==> config.mk <==
export PLATFORM = sky130hd
export DESIGN_NAME = sb_config_loader
export DESIGN_NICKNAME = d
export VERILOG_FILES = /design/src/rtl/sb_config_loader.sv
export SDC_FILE = /design/constraint.sdc
export NUM_CORES = 1
export LEC_CHECK = 0
export ABC_AREA = 1
export BUFFER_PORTS_ARGS = -buffer_cell sky130_fd_sc_hd__buf_2
export CAP_MARGIN = 15
export CORE_MARGIN = 2
export CORE_UTILIZATION = 50
export CTS_CLUSTER_DIAMETER = 30
export DETAILED_ROUTE_END_ITERATION = 12
export MAX_ROUTING_LAYER = met4
export PLACE_DENSITY_LB_ADDON = 0.05
export SLEW_MARGIN = 30
export SYNTH_ARGS = -nofsm -noshare
export SYNTH_HDL_FRONTEND = slang
export SYNTH_SLANG_ARGS = --single-unit
==> constraint.sdc <==
create_clock -name prog_clk -period 1.5 [get_ports prog_clk]
set_input_delay 0.075 -clock prog_clk [delete_from_list [all_inputs] [get_ports prog_clk]]
set_output_delay 0.075 -clock prog_clk [all_outputs]
set_load 0.005 [all_outputs]
==> src/rtl/sb_config_loader.sv <==
// Serial configuration loader for a decoder-addressed switch block.
// Accepts one configuration bit per valid/ready handshake and turns each
// bit into a single-cycle write (enable/address/data_in) to the switch block.
module sb_config_loader #(
  parameter int NUM_MEM      = 18,
  parameter int BITS_PER_MEM = 2,
  parameter int ADDR_W       = 6
) (
  input  logic              prog_clk,
  input  logic              reset,
  input  logic              start,
  input  logic              abort,
  input  logic              cfg_valid,
  input  logic              cfg_data,
  output logic              cfg_ready,
  output logic [0:0]        enable,
  output logic [0:ADDR_W-1] address,
  output logic [0:0]        data_in,
  output logic              busy,
  output logic              done,
  output logic              err
);

  // Six bits covers the 36 writes of a default frame without wrapping.
  localparam int               CNT_W   = 6;
  localparam int               IDX_W   = ADDR_W - 1;
  localparam logic [CNT_W-1:0] LAST_K  = CNT_W'(NUM_MEM * BITS_PER_MEM - 1);
  localparam logic [CNT_W-1:0] BPM_CNT = CNT_W'(BITS_PER_MEM);

  typedef enum logic [1:0] {IDLE, LOAD, WRITE, DONE} state_e;

  state_e            state_q, state_d;
  logic [CNT_W-1:0]  cnt_q, cnt_d;
  logic [0:ADDR_W-1] addr_q, addr_d;
  logic              data_q, data_d;
  logic              err_q, err_d;

  logic is_busy;
  logic start_new;
  logic transfer;
  logic write_ok;

  // Abort always wins over start; a transfer needs the loader to be in LOAD.
  assign is_busy   = (state_q == LOAD) || (state_q == WRITE);
  assign start_new = ((state_q == IDLE) || (state_q == DONE)) && start && !abort;
  assign transfer  = (state_q == LOAD) && cfg_valid && !abort;
  assign write_ok  = (state_q == WRITE) && !abort;

  // State register.
  always_ff @(posedge prog_clk) begin
    // NOTE: sequential state uses non-blocking assignments so every register
    // samples the pre-edge values, independent of statement order.
    if (reset) state_q <= IDLE;
    else       state_q <= state_d;
  end

  // Next-state logic.
  always_comb begin
    // NOTE: default first so no path leaves state_d unassigned (no latch).
    state_d = state_q;
    case (state_q)
      IDLE, DONE: if (start && !abort) state_d = LOAD;
      LOAD: begin
        if (abort)          state_d = IDLE;
        else if (cfg_valid) state_d = WRITE;
      end
      WRITE: begin
        if (abort)                state_d = IDLE;
        else if (cnt_q == LAST_K) state_d = DONE;
        else                      state_d = LOAD;
      end
      default: state_d = IDLE;
    endcase
  end

  // Outputs decoded from state; abort kills a write strobe in its own cycle.
  always_comb begin
    cfg_ready = 1'b0;
    busy      = 1'b0;
    done      = 1'b0;
    enable    = 1'b0;
    case (state_q)
      LOAD: begin
        cfg_ready = 1'b1;
        busy      = 1'b1;
      end
      WRITE: begin
        busy      = 1'b1;
        enable[0] = !abort;
      end
      DONE:    done = 1'b1;
      default: ;
    endcase
  end

  // Datapath next values: bit counter, write address/data, sticky error.
  always_comb begin
    cnt_d  = cnt_q;
    addr_d = addr_q;
    data_d = data_q;
    err_d  = err_q;
    if (start_new) begin
      cnt_d = '0;
      err_d = 1'b0;
    end
    if (is_busy && (abort || start)) err_d = 1'b1;
    // Address and data are captured at the transfer edge and held until the
    // next transfer, so they are stable for the whole enable cycle.
    if (transfer) begin
      data_d              = cfg_data;
      addr_d[0]           = 1'(cnt_q % BPM_CNT);
      addr_d[1:ADDR_W-1]  = IDX_W'(cnt_q / BPM_CNT);
    end
    // The counter stops at the last bit rather than rolling over.
    if (write_ok && (cnt_q != LAST_K)) cnt_d = cnt_q + CNT_W'(1);
  end

  // Datapath registers.
  always_ff @(posedge prog_clk) begin
    if (reset) begin
      cnt_q  <= '0;
      addr_q <= '0;
      data_q <= 1'b0;
      err_q  <= 1'b0;
    end else begin
      cnt_q  <= cnt_d;
      addr_q <= addr_d;
      data_q <= data_d;
      err_q  <= err_d;
    end
  end

  assign address    = addr_q;
  assign data_in[0] = data_q;
  assign err        = err_q;

endmodule

# After elaboration in Yosys (flattened, before gate mapping)
# Cells that the tools add are included.
[word_totals]
mem_count = 0
inputBits = 6
mem_bits_rw = 0
latchBits = 0
ff_bits = 16
word_cells = 45
out_inout_bits = 12
romBits = 0
[classes]
div_mod_pow = 0
eq_ne = 7
n_addsub = 1
bitwise_logic = 0
n_mux = 14
multipliers = 0
n_reduce_logical = 18
n_lt_le_gt_ge = 0
n_shift = 0
[ops]
columns = ["op", "n"]
rows = [
  ["two-way mux 6 bit", 2],
  ["two-way mux 2 bit", 5],
  ["logical AND 1 bit", 8],
  ["adder 6 x 1 -> 6 bit, second input constant", 1],
  ["equality test 6 bit, second input constant", 1],
  ["two-way mux 1 bit", 6],
  ["inequality test 6 bit, second input constant", 1],
  ["case mux 2 bit (3 select lines)", 1],
  ["equality test 2 bit, second input constant", 2],
  ["nonzero test 2 bit", 2],
  ["OR reduction 2 bit", 2],
  ["logical OR 1 bit", 3],
  ["inequality test 3 bit, second input constant", 1],
  ["equality test 2 x 1 -> 1 bit, second input constant", 1],
  ["zero test 2 bit", 1],
  ["inequality test 2 bit, second input constant", 1],
  ["AND reduction 2 bit", 1],
  ["zero test 1 bit", 1],
]

# Longest topological paths before layout
# Gate-level depths: netlist (run 1).
[depth]
ltp_word = 6
depth_mapped = 8

# Least setup slack after synthesis (run 1)
# OpenSTA, ideal clock, no wires.
[synth_path]
path_type = "register -> register"
start = "register state_q[1]"
end = "register addr_q, in the netlist address[2]"
arrival_ns = 1.080
required_time_ns = 1.379
period_less_slack_ns = 1.201
setup_slack_ns = 0.299
stages_incl_launch_ff = 8
path_cell_list = "dfxtp_1 -> inv_1 -> ha_1 -> nand3_2 -> inv_1 -> buf_4 -> o21ai_0 -> a21oi_1"
[synth_between]
elab_chain_len = 3
[synth_rtl]
columns = ["element", "line_no", "rtl"]
rows = [
  ["start: declaration", "32", "state_e state_q, state_d;"],
  ["start signal: assignment", "54", "else state_q <= state_d;"],
  ["equality test 2 x 1 -> 1 bit", "46", "assign transfer = (state_q == LOAD) && cfg_valid && !abort;"],
  ["logical AND 1 bit (2 in a row)", "46", ""],
  ["end signal: assignment", "127", "addr_q <= addr_d;"],
  ["end: declaration", "34", "logic [0:ADDR_W-1] addr_q, addr_d;"],
]
# Every way passes these cells.
# A chain may end at the register's enable or synchronous reset.

# Final worst setup path (run 1)
[layout_path]
start = "register state_q[0]"
end = "output busy"
[layout_between]
elab_chain_len = 3
elab_cells_between_ends = 4
classes_between = "2 x eq/ne; 1 x mux; 1 x reduce/logical"
[layout_rtl]
columns = ["element", "line_no", "rtl"]
rows = [
  ["equality test 2 x 1 -> 1 bit / equality test 2 bit (equally long branches)", "82", "case (state_q)"],
  ["OR reduction 2 bit (no line) *", "--", ""],
  ["two-way mux 1 bit *", "82", ""],
  ["end: declaration", "19", "output logic busy,"],
]
# Mark *: on every way between the ends. The rest lies on a longest branch, timed or not.

==> run summary, run 1 <==
The tree is rooted in a sky130_fd_sc_hd__clkbuf_4. The number of synthesized flops with an enable pin is 0. The H-tree level count came out at 1.

The measured slew at the worst slew-check pin came out at 0.3048 ns. Setup repair after global routing left no endpoint under its margin. The main flop type after synthesis is sky130_fd_sc_hd__dfxtp_1. TritonCTS built the clock tree. The maximum buffer depth of the clock tree came out at 2. The non-filler instance count after layout came out at 142. Summing the areas of all and, or, nand and nor instances in the mapped netlist gives 24.72% of the synthesized area. The height of the die is 43.74 microns. The mean cell area of the mapped netlist came out at 7.448 sq um. The critical path is of the reg -> out type.

At the end of routability-driven placement, the weighted congestion stood at 0.8914. The clock insertion delay at the later pin of the skew report came out at 0.30 ns. For this block, the initial DRC count from the detailed router was 28. For the final database, setup skew stands at 0.008607 ns.

The count of input and output buffers came out at 17. Global routing used 19.93% of the available tracks across all layers. The startpoint kind of the worst setup timing path is a register. The share of synthesized area in the top cell type comes to 40.57%. Overall power consumption after layout is estimated at 914.4 uW.

The total count of hold-check failures in the final report came to 0. The leakage power is 0.4200 nW. The first-pass GRT wire length came out at 2704 microns. The worst slew slack as a fraction of its limit came out at 79.66%.

After synthesis the cells add up to 789.5 sq um. The antenna diode count came out at 0. After Yosys synthesis, full adders, half adders and majority gates account for 6.339% of the synthesized area. The number of violations of the max-capacitance limit is 0. The area of the die came out at 0.001913 sq mm.

The number of vias per cell after detailed routing came out at 5.183. The die span in x came out at 43.74 microns. The required time of the worst setup path came out at 1.42 ns.

In the final layout, the share of cells above drive strength 1 is 26.98%. Synthesis produced 106 cells. Counting the buffers created by CTS gives 3. The signal arrival time at the worst endpoint is 1.28 ns. The detailed-route wire length is 1579 microns.

The top-level port count came out at 18. The multiplexer area fraction after synthesis came out at 0%. The worst setup path is captured at a primary output. The combinational family with the most area after synthesis is simple AND/OR/NAND/NOR gates. The run finished with clean final reports.

The total congestion overflow is 0. The synthesized netlist net count came out at 116. Hold is met by 0.03490 ns. After clock tree synthesis, the clock-pin slew on the worst setup and hold paths is 0.10 ns. The final design utilization is 62.44%. Compared with the post-synthesis result, the final layout area differs by 17.75%. Summed over all nets, the half-perimeter wirelength after detailed placement is 1171 microns. Summing the areas of all compound-gate instances in the mapped netlist gives 19.18% of the synthesized area. Sorting the synthesized cells by area gives the leading types as sky130_fd_sc_hd__dfxtp_1, sky130_fd_sc_hd__o21ai_0, sky130_fd_sc_hd__nand2_1. The fmax is 738.6 MHz. The via count of the first global-routing pass came out at 653.

For this run, design rule violations remaining after detail routing come to 0. The minimum period implied by the final worst setup slack is 1.354 ns. The max-slew violation count came out at 0.

The post-synthesis share of cell area spent on xor and xnor gates is 1.109%. sky130_fd_sc_hd__dfxtp_1 takes more of the synthesized area than any other cell. The first-pass iteration count of the detailed router came out at 4. The number of placed cells counting well taps came out at 137.

After detailed routing, the average wire length per cell comes to 11.12 microns. In this run the register-to-register setup slack is 0.16 ns. The async set or reset register ratio after synthesis came out at 0%.

In the final timing run, aggregate negative setup slack is 0 ns. The initialized floorplan defines 14 standard-cell rows. The clock sink count is 16. Of the available clock period, the critical path in the final layout requires 90.27%. The flop and latch count out of synthesis is 16.

Entering global routing, the biggest net connects 13 pins. The number of synthesis warnings is 0. The worst hold-check path type is in -> reg. The number of nets in the layout came out at 137. The setup violation total in the final timing report is 0. Once the floorplan was initialized, standard cells occupied 53.03% of the core. The number of vias in the routed layout is 736. The register area share after synthesis came out at 40.57%.

The peak supply drop came out at 0.6958 mV. The floorplan step defined a core boundary enclosing 0.001489 sq mm. The initial antenna violation count was 0. The number of unique standard cell types used by synthesis is 20.

The areal power density over the cells is 983.6 mW/mm^2. The number of nets with antenna violations after detailed routing is 0. The critical-path maximum fanout came out at 4.
layer usage:
layer,wire [microns],vias to the layer above,global-route usage [%]
li1,-,390,-
met5,0,-,-
met4,44,0,12.73
met2,682,22,29.12
met1,775,319,25.78
met3,77,5,2.500
placed cells by master (no fill, tap or decap):
master	netlist	final
sky130_fd_sc_hd__a21oi_1	11	11
sky130_fd_sc_hd__a21oi_2	2	2
sky130_fd_sc_hd__buf_2	0	17
sky130_fd_sc_hd__clkbuf_4	0	3
sky130_fd_sc_hd__clkbuf_8	0	1
sky130_fd_sc_hd__dfxtp_1	16	16
sky130_fd_sc_hd__dlygate4sd3_1	0	1
sky130_fd_sc_hd__ha_1	4	4
sky130_fd_sc_hd__inv_1	10	10
sky130_fd_sc_hd__inv_2	4	4
sky130_fd_sc_hd__nand2_1	15	15
sky130_fd_sc_hd__nand2_2	2	2
sky130_fd_sc_hd__nand3_1	9	9
sky130_fd_sc_hd__nand3_2	2	2
sky130_fd_sc_hd__nand4_1	1	1
sky130_fd_sc_hd__nor2_1	10	10
sky130_fd_sc_hd__nor2_2	1	1
sky130_fd_sc_hd__nor2_4	1	1
sky130_fd_sc_hd__o21ai_0	13	13
sky130_fd_sc_hd__o21ai_1	1	1
sky130_fd_sc_hd__o21ai_2	1	1
sky130_fd_sc_hd__xor2_1	1	1
logic make-up after synthesis:
logic type / Yosys count
buffers and inverters: 16
and+or+nand+nor: 41
AOI/OAI and AO/OA: 28
xor gates and xnor gates: 1
DFF: 16
adders and majority gates: 4
flip-flops by register name, indices dropped and copies added (netlist names):
signal / count
address: 6
cnt_q: 6
data_in: 1
err: 1
state_q: 2
cell type report:
type,count,area (sq um)
Inverter,14,52.55
Clock buffer,4,36.28
Sequential cell,16,320.3
Timing Repair Buffer,18,95.09
Tap cell,16,20.02
Multi-Input combinational cell,74,405.4
Fill cell,145,559.3
synth_stat cells, types with 2 or more instances:
cell type and instances:
sky130_fd_sc_hd__a21oi_1 11, sky130_fd_sc_hd__nor2_1 10, sky130_fd_sc_hd__a21oi_2 2, sky130_fd_sc_hd__ha_1 4
sky130_fd_sc_hd__inv_1 10, sky130_fd_sc_hd__nand3_1 9, sky130_fd_sc_hd__o21ai_0 13, sky130_fd_sc_hd__dfxtp_1 16
sky130_fd_sc_hd__nand2_1 15, sky130_fd_sc_hd__inv_2 4, sky130_fd_sc_hd__nand2_2 2, sky130_fd_sc_hd__nand3_2 2
report_power, final:
group / internal (mW) / switching [mW]
combinational: 0.0612 / 0.0886
clock: 0.148 / 0.153
sequential: 0.450 / 0.0130
final timing paths:
path / depth (start not counted) / startpoint / to
min reg2reg: 2 / err / err
min: 3 / cfg_data / data_in
max: 4 / state_q[0] / busy
max reg2reg: 5 / cnt_q[0] / cnt_q[3]
worst max-delay path: stages (launching register included):
cell and delay, ns:
sky130_fd_sc_hd__dfxtp_1 0.37, sky130_fd_sc_hd__inv_1 0.07, sky130_fd_sc_hd__ha_1 0.31, sky130_fd_sc_hd__inv_1 0.10
sky130_fd_sc_hd__buf_2 0.12
through the flow:
step                      instance area (sq um)  worst slack [ns]
after global placement                    883.3            0.2064
after floorplan                           789.5            0.2987
after detailed placement                  883.3            0.1977
final                                     929.6            0.1460
after global routing                      929.6           0.01148
after CTS                                 929.6            0.1291
repair_timing:
item	CTS	global route
endpoints found under the hold margin	4	0
resized for setup	0	0
hold buffers	1	0
setup buffers	0	0
Note: power is estimated with default switching activity, not from simulation.
==> run 2, diff against run 1 <==
==> constraint.sdc (replaced) <==
create_clock -name prog_clk -period 1.5 [get_ports prog_clk]
set_input_delay 0.225 -clock prog_clk [delete_from_list [all_inputs] [get_ports prog_clk]]
set_output_delay 0.225 -clock prog_clk [all_outputs]
set_load 0.005 [all_outputs]
==> run 2 against run 1 <==
Net effect: first-iteration DRC count unchanged; sequential power hardly changed; clock skew about the same; count of clock-buffer cells in the layout did not move; non-clock buffer count decreased by 1; fmax is 6.4% lower.
==> run summary, run 2 (synthesis results as in run 1) <==
The critical path start-end classification is reg -> out (unchanged). The global-route total usage across every layer came to 19.75% (was 19.93%). The TritonCTS clock tree is yes (unchanged). The required time of the worst setup path came out at 1.27 ns (was 1.42 ns). The kind of end point of the critical path is a primary output (unchanged). The max-slew violation count is 0 (unchanged). The first-pass GRT wire length is 2677 microns (was 2704 microns).

The pin count of the biggest net entering global routing is 13 (unchanged). The post-CTS setup-driven buffer insertion count came out at 0 (unchanged). Setup repair after global routing missed its margin: no (unchanged).

The routed wirelength normalized by instance count came out at 11.10 microns (was 11.12 microns). The number of buffers inserted for hold repair after clock tree synthesis is 0 (was 1). The die span in x came to 43.74 microns (unchanged). The areal power density over the cells is 994.9 mW/mm^2 (was 983.6 mW/mm^2). The startpoint kind of the worst setup timing path is a register (unchanged). The clock insertion delay at the later pin of the skew report is 0.30 ns (about the same). The signal arrival time at the worst endpoint is 1.22 ns (was 1.28 ns). The worst hold-check path type is in -> reg (unchanged).

The count of input and output buffers came out at 17 (unchanged). The area of the die is 0.001913 sq mm (unchanged). The weighted congestion reported at the end of routability-driven placement is 0.8914 (unchanged). The footprint of the multi-input gates is 405.4 sq um (unchanged). The area of the core region is 0.001489 sq mm (unchanged). Result of the run: finished, final reports clean (unchanged).

The final HPWL from detailed placement came to 1171 microns (unchanged). The initial antenna violation count is 0 (unchanged). The peak supply drop is 0.6979 mV (was 0.6958 mV). The launching point of the worst reg2reg path is cnt_q[0] (unchanged). The worst clock skew came out at 0.008563 ns (was 0.008607 ns). The final standard cell area without fillers came out at 920.9 sq um (was 929.6 sq um). The standard cell area after detailed placement is 883.3 sq um (unchanged).

The fill cell total of the finished layout is 145 (unchanged). The storage element area is 321.6 sq um (was 320.3 sq um). The clock sink count is 16 (unchanged).

The via count of the first global-routing pass came to 641 (was 653). The detailed-route wire length is 1565 microns (was 1579 microns). The final design utilization came out at 61.85% (was 62.44%). The number of vias per cell after detailed routing is 5.191 (was 5.183). The post-route setup TNS came out at 0 ns (unchanged). The top-level port count was 18 (unchanged). The leakage power came out at 0.4142 nW (was 0.4200 nW). The layout cell share with drive strength beyond 1 is 28.80% (was 26.98%).

The row count is 14 (unchanged). The number of cells traversed by the worst hold path is 2 (was 3). The buffer cell driving the clock tree root is sky130_fd_sc_hd__clkbuf_4 (unchanged). The number of violations of the max-capacitance limit was 0 (unchanged). The starting density of the core came out at 53.03% (unchanged). The worst slew slack as a fraction of its limit came out at 79.66% (about the same). Commonest cells after routing, fill and taps aside: sky130_fd_sc_hd__buf_2, sky130_fd_sc_hd__nand2_1, sky130_fd_sc_hd__dfxtp_1 (was sky130_fd_sc_hd__buf_2, sky130_fd_sc_hd__dfxtp_1, sky130_fd_sc_hd__nand2_1). The capturing point of the worst reg2reg path was cnt_q[1] (was cnt_q[3]). The total congestion overflow came to 0 (unchanged). The H-tree level count came out at 1 (unchanged).

The setup violation total in the final timing report is 0 (unchanged). The height of the die came out at 43.74 microns (unchanged). The total count of hold-check failures in the final report is 0 (unchanged).

The non-filler instance count after layout is 141 (was 142). The fmax came out at 691.6 MHz (was 738.6 MHz). The number of nets in the layout is 136 (was 137). The worst-case hold slack is 0.1319 ns (was 0.03490 ns). The antenna diode count came out at 0 (unchanged).

The post-route fraction of the period consumed by the critical path came out at 96.39% (was 90.27%). The measured slew at the worst slew-check pin came out at 0.3048 ns (about the same). The number of nets with antenna violations after detailed routing came to 0 (unchanged).

The synthesis-to-layout area growth is 16.64% (was 17.75%). The source of the worst hold timing path was reset (was cfg_data). The maximum buffer depth of the clock tree was 2 (unchanged). The DRC violation total after the first TritonRoute iteration came out at 28 (unchanged). The clock-pin slew on the worst setup and hold paths came to 0.10 ns (about the same). The number of placed cells counting well taps is 137 (unchanged). The first-pass iteration count of the detailed router is 4 (unchanged).

The minimum period implied by the final worst setup slack was 1.446 ns (was 1.354 ns). The number of vias in the routed layout is 732 (was 736). The critical-path maximum fanout is 4 (unchanged). The sink of the worst hold path is cnt_q[4] (was data_in). The reg2reg setup slack is 0.16 ns (about the same). The number of cells traversed by the worst register-to-register path is 5 (unchanged).

The number of CTS-inserted buffers is 3 (unchanged). The leading cell type in the layout, fill and taps excluded is sky130_fd_sc_hd__buf_2 (unchanged). The number of remaining DRC errors is 0 (unchanged).
-- run 2: cell types whose count changed in the layout (fill, tap and decap cells not counted) --
cell	before	now
sky130_fd_sc_hd__dlygate4sd3_1	1	0
sky130_fd_sc_hd__dfxtp_2	0	1
sky130_fd_sc_hd__inv_2	4	5
sky130_fd_sc_hd__inv_1	10	9
sky130_fd_sc_hd__dfxtp_1	16	15
-- run 2: through the flow --
stage / power, mW / worst slack (ns)
floorplan: 0.5665 / 0.2987
global placement: 0.6182 / 0.2064
detailed placement: 0.6219 / 0.1977
CTS: 0.9244 / 0.01943
global route: 0.9582 / 0.001801
finish: 0.9162 / 0.05409
-- run 2: how the worst max path moves through the flow --
stage | end | from | depth (start not counted) | slack [ns]
after CTS | busy | state_q[0] | 4 | 0.02
after global placement | state_q[1] | state_q[0] | 6 | 0.21
after global routing | busy | state_q[0] | 4 | 0.002
after floorplan | address[2] | state_q[1] | 7 | 0.30
after detailed placement | address[2] | state_q[1] | 6 | 0.20
final | busy | state_q[0] | 4 | 0.05
-- run 2: cell type report --
| class | count | area share (%) |
|---|---|---|
| Multi-Input combinational cell | 74 | 44.02 |
| Timing Repair Buffer | 17 | 9.239 |
| Inverter | 14 | 5.707 |
| Clock buffer | 4 | 3.940 |
| Sequential cell | 16 | 34.92 |
| Tap cell | 16 | 2.174 |
-- run 2: power breakdown --
| group | leakage, nW | total [mW] | internal [mW] | switching, mW |
|---|---|---|---|---|
| Sequential | 0.130 | 0.465 | 0.452 | 0.0130 |
| Combinational | 0.263 | 0.150 | 0.0607 | 0.0896 |
| Clock | 0.0210 | 0.301 | 0.148 | 0.153 |
| Total | 0.414 | 0.916 | 0.660 | 0.256 |
-- run 2: critical path: stages, from the launching register on --
cell                      delay, ns
sky130_fd_sc_hd__dfxtp_2       0.35
sky130_fd_sc_hd__inv_1         0.06
sky130_fd_sc_hd__ha_1          0.32
sky130_fd_sc_hd__inv_2         0.08
sky130_fd_sc_hd__buf_2         0.11
-- run 2: metal layers --
layer	global-route usage (%)	part of all wire (%)
met5	-	0
met4	12.73	2.8
met3	2.500	5.0
met2	28.53	43
met1	25.78	49
-- run 2: repair_timing --
| item | CTS | global route |
|---|---|---|
| gates resized for setup | 1 | 1 |
| endpoints found under the setup margin | 1 | 1 |
| pin swaps | 0 | 0 |
==> run 3, diff against run 2 <==
Settings changed: RECOVER_POWER from default to 25.
Clock period 1.5 ns to 1.8 ns, I/O delays scaled along.
==> run 3 against run 2 <==
Net effect: non-clock buffer count stayed put; final cell count stayed put; via count down 3.4%; sequential share of layout area is essentially flat; combinational power is 19% lower; clock power decreased by 17%; worst setup slack improved by 0.20 ns; critical path depth unchanged; critical endpoint unchanged; largest power group unchanged.
==> run summary, run 3 (synthesis results as in run 1) <==
Result of the run: finished, final reports clean (unchanged). The worst clock skew came out at 0.005032 ns (was 0.008563 ns). The antenna diode count came to 0 (unchanged). The launching point of the worst reg2reg path was state_q[0] (was cnt_q[0]). The number of vias per cell after detailed routing is 5.014 (was 5.191). The clock sink count was 16 (unchanged). Setup repair after global routing missed its margin: no (unchanged). The synthesis-to-layout area growth came out at 16.16% (was 16.64%). The routed wirelength normalized by instance count was 10.99 microns (was 11.10 microns). The post-route fraction of the period consumed by the critical path is 85.73%.

The startpoint kind of the worst setup timing path is a register (unchanged). The first-pass iteration count of the detailed router came out at 4 (unchanged). The weighted congestion reported at the end of routability-driven placement is 0.8912 (was 0.8914). The total count of hold-check failures in the final report is 0 (unchanged). The buffer cell driving the clock tree root is sky130_fd_sc_hd__clkbuf_4 (unchanged).

The post-route setup TNS is 0 ns (unchanged). The pin count of the biggest net entering global routing came out at 13 (unchanged). The final HPWL from detailed placement is 1164 microns (was 1171 microns).

The critical path start-end classification was reg -> out (unchanged). The DRC violation total after the first TritonRoute iteration is 17 (was 28). The number of resized instances in the post-cts repair step came out at 0 (was 1). The number of nets with antenna violations after detailed routing came out at 0 (unchanged). The signal arrival time at the worst endpoint was 1.27 ns (was 1.22 ns). The worst hold-check path type is in -> reg (unchanged). The sink of the worst hold path is cnt_q[4] (unchanged). The first-pass GRT wire length came out at 2580 microns (was 2677 microns).

The source of the worst hold timing path is reset (unchanged). The die span in x came to 43.74 microns (unchanged). The final design utilization is 61.60% (was 61.85%). The clock insertion delay at the later pin of the skew report is 0.30 ns (about the same). The number of placed cells counting well taps is 137 (unchanged). The layout cell share with drive strength beyond 1 came out at 25.60% (was 28.80%).

The worst setup path startpoint is state_q[0] (unchanged). The TritonCTS clock tree was yes (unchanged). The detailed-route wire length came out at 1550 microns (was 1565 microns). The clock-pin slew on the worst setup and hold paths is 0.10 ns (about the same). The initial antenna violation count came out at 0 (unchanged). The top-level port count is 18 (unchanged).

The H-tree level count was 1 (unchanged). The number of violations of the max-capacitance limit is 0 (unchanged). The measured slew at the worst slew-check pin came out at 0.3146 ns (was 0.3048 ns).

The row count is 14 (unchanged). The peak supply drop came out at 0.4295 mV (was 0.6979 mV). The fmax came out at 648.0 MHz. The area of the core region is 0.001489 sq mm (unchanged).

The reg2reg setup slack came out at 0.47 ns (was 0.16 ns). The leakage power came out at 0.4072 nW (was 0.4142 nW). The minimum period implied by the final worst setup slack is 1.543 ns.

The number of vias in the routed layout is 707 (was 732). The count of input and output buffers came to 17 (unchanged). The maximum buffer depth of the clock tree came out at 2 (unchanged). The post-CTS setup-driven buffer insertion count is 0 (unchanged). The kind of end point of the critical path is a primary output (unchanged).

The starting density of the core is 53.03% (unchanged). The number of cells traversed by the worst register-to-register path came out at 6 (was 5). The fill cell total of the finished layout came out at 147 (was 145). The number of nets in the layout was 136 (unchanged).

Commonest cells after routing, fill and taps aside: sky130_fd_sc_hd__dfxtp_1, sky130_fd_sc_hd__nand2_1, sky130_fd_sc_hd__buf_2 (was sky130_fd_sc_hd__buf_2, sky130_fd_sc_hd__nand2_1, sky130_fd_sc_hd__dfxtp_1). The via count of the first global-routing pass is 614 (was 641). The area of the die came to 0.001913 sq mm (unchanged). The worst slew slack as a fraction of its limit is 79.01% (was 79.66%).

The areal power density over the cells is 826.4 mW/mm^2 (was 994.9 mW/mm^2). The max-slew violation count is 0 (unchanged). The critical-path maximum fanout came out at 4 (unchanged).

The leading cell type in the layout, fill and taps excluded was sky130_fd_sc_hd__dfxtp_1 (was sky130_fd_sc_hd__buf_2). The height of the die is 43.74 microns (unchanged). The number of buffers inserted for hold repair after clock tree synthesis is 0 (unchanged). The global-route total usage across every layer came out at 19.10% (was 19.75%). The setup violation total in the final timing report is 0 (unchanged).

The capturing point of the worst reg2reg path is state_q[1] (was cnt_q[1]). The total congestion overflow was 0 (unchanged). The number of cells traversed by the worst hold path was 2 (unchanged). The required time of the worst setup path is 1.53 ns (was 1.27 ns). The number of CTS-inserted buffers was 3 (unchanged). The number of remaining DRC errors came out at 0 (unchanged). The non-filler instance count after layout is 141 (unchanged).
run 3: changes by cell type in the layout (fill, tap and decap cells not counted):
| cell | change |
|---|---|
| sky130_fd_sc_hd__buf_2 | -2 |
| sky130_fd_sc_hd__dfxtp_2 | -1 |
| sky130_fd_sc_hd__inv_1 | +1 |
| sky130_fd_sc_hd__inv_2 | -1 |
| sky130_fd_sc_hd__dfxtp_1 | +1 |
| sky130_fd_sc_hd__clkbuf_1 | +2 |
run 3: routing by layer:
| layer | share of wire, % | up-vias | global-route usage (%) |
|---|---|---|---|
| met2 | 41 | 19 | 27.65 |
| met4 | 2.8 | 0 | 12.73 |
| li1 | - | 386 | - |
| met1 | 52 | 297 | 24.61 |
| met3 | 4.1 | 5 | 2.500 |
| met5 | 0 | - | - |
run 3: through the flow:
stage | hold slack (ns) | total power, mW | worst slack [ns] | instance area (sq um)
finish | 0.1763 | 0.7579 | 0.2568 | 917.1
global route | 0.1916 | 0.7892 | 0.1971 | 917.1
CTS | 0.1765 | 0.7664 | 0.2456 | 919.6
detailed placement | 0.4679 | 0.5174 | 0.4879 | 883.3
global placement | 0.4590 | 0.5152 | 0.5063 | 883.3
floorplan | 0.3391 | 0.4721 | 0.5987 | 789.5
run 3: area by class of cell:
cell class / count / area [sq um] / share of cell area [%]
clock buffer: 4 / 36.28 / 3.956
inverter: 14 / 52.55 / 5.730
multi-input combinational: 74 / 405.4 / 44.20
sequential: 16 / 320.3 / 34.92
tap: 16 / 20.02 / 2.183
timing repair buffer: 17 / 82.58 / 9.004
run 3: worst max path at each step:
stage | to | slack (ns)
5_1_grt | busy | 0.20
6_report | busy | 0.26
3_3_place_gp | state_q[1] | 0.51
2_1_floorplan | address[2] | 0.60
3_5_place_dp | state_q[1] | 0.49
4_1_cts | busy | 0.25
run 3: power breakdown:
group	internal (mW)	switching, mW
clock	0.124	0.126
combinational	0.0490	0.0733
sequential	0.375	0.0113
run 3: worst max-delay path, cell delays in order, from the launching register on:
cell and delay [ns]:
sky130_fd_sc_hd__dfxtp_1 0.37, sky130_fd_sc_hd__inv_1 0.07, sky130_fd_sc_hd__ha_1 0.31, sky130_fd_sc_hd__inv_1 0.10
sky130_fd_sc_hd__buf_2 0.12
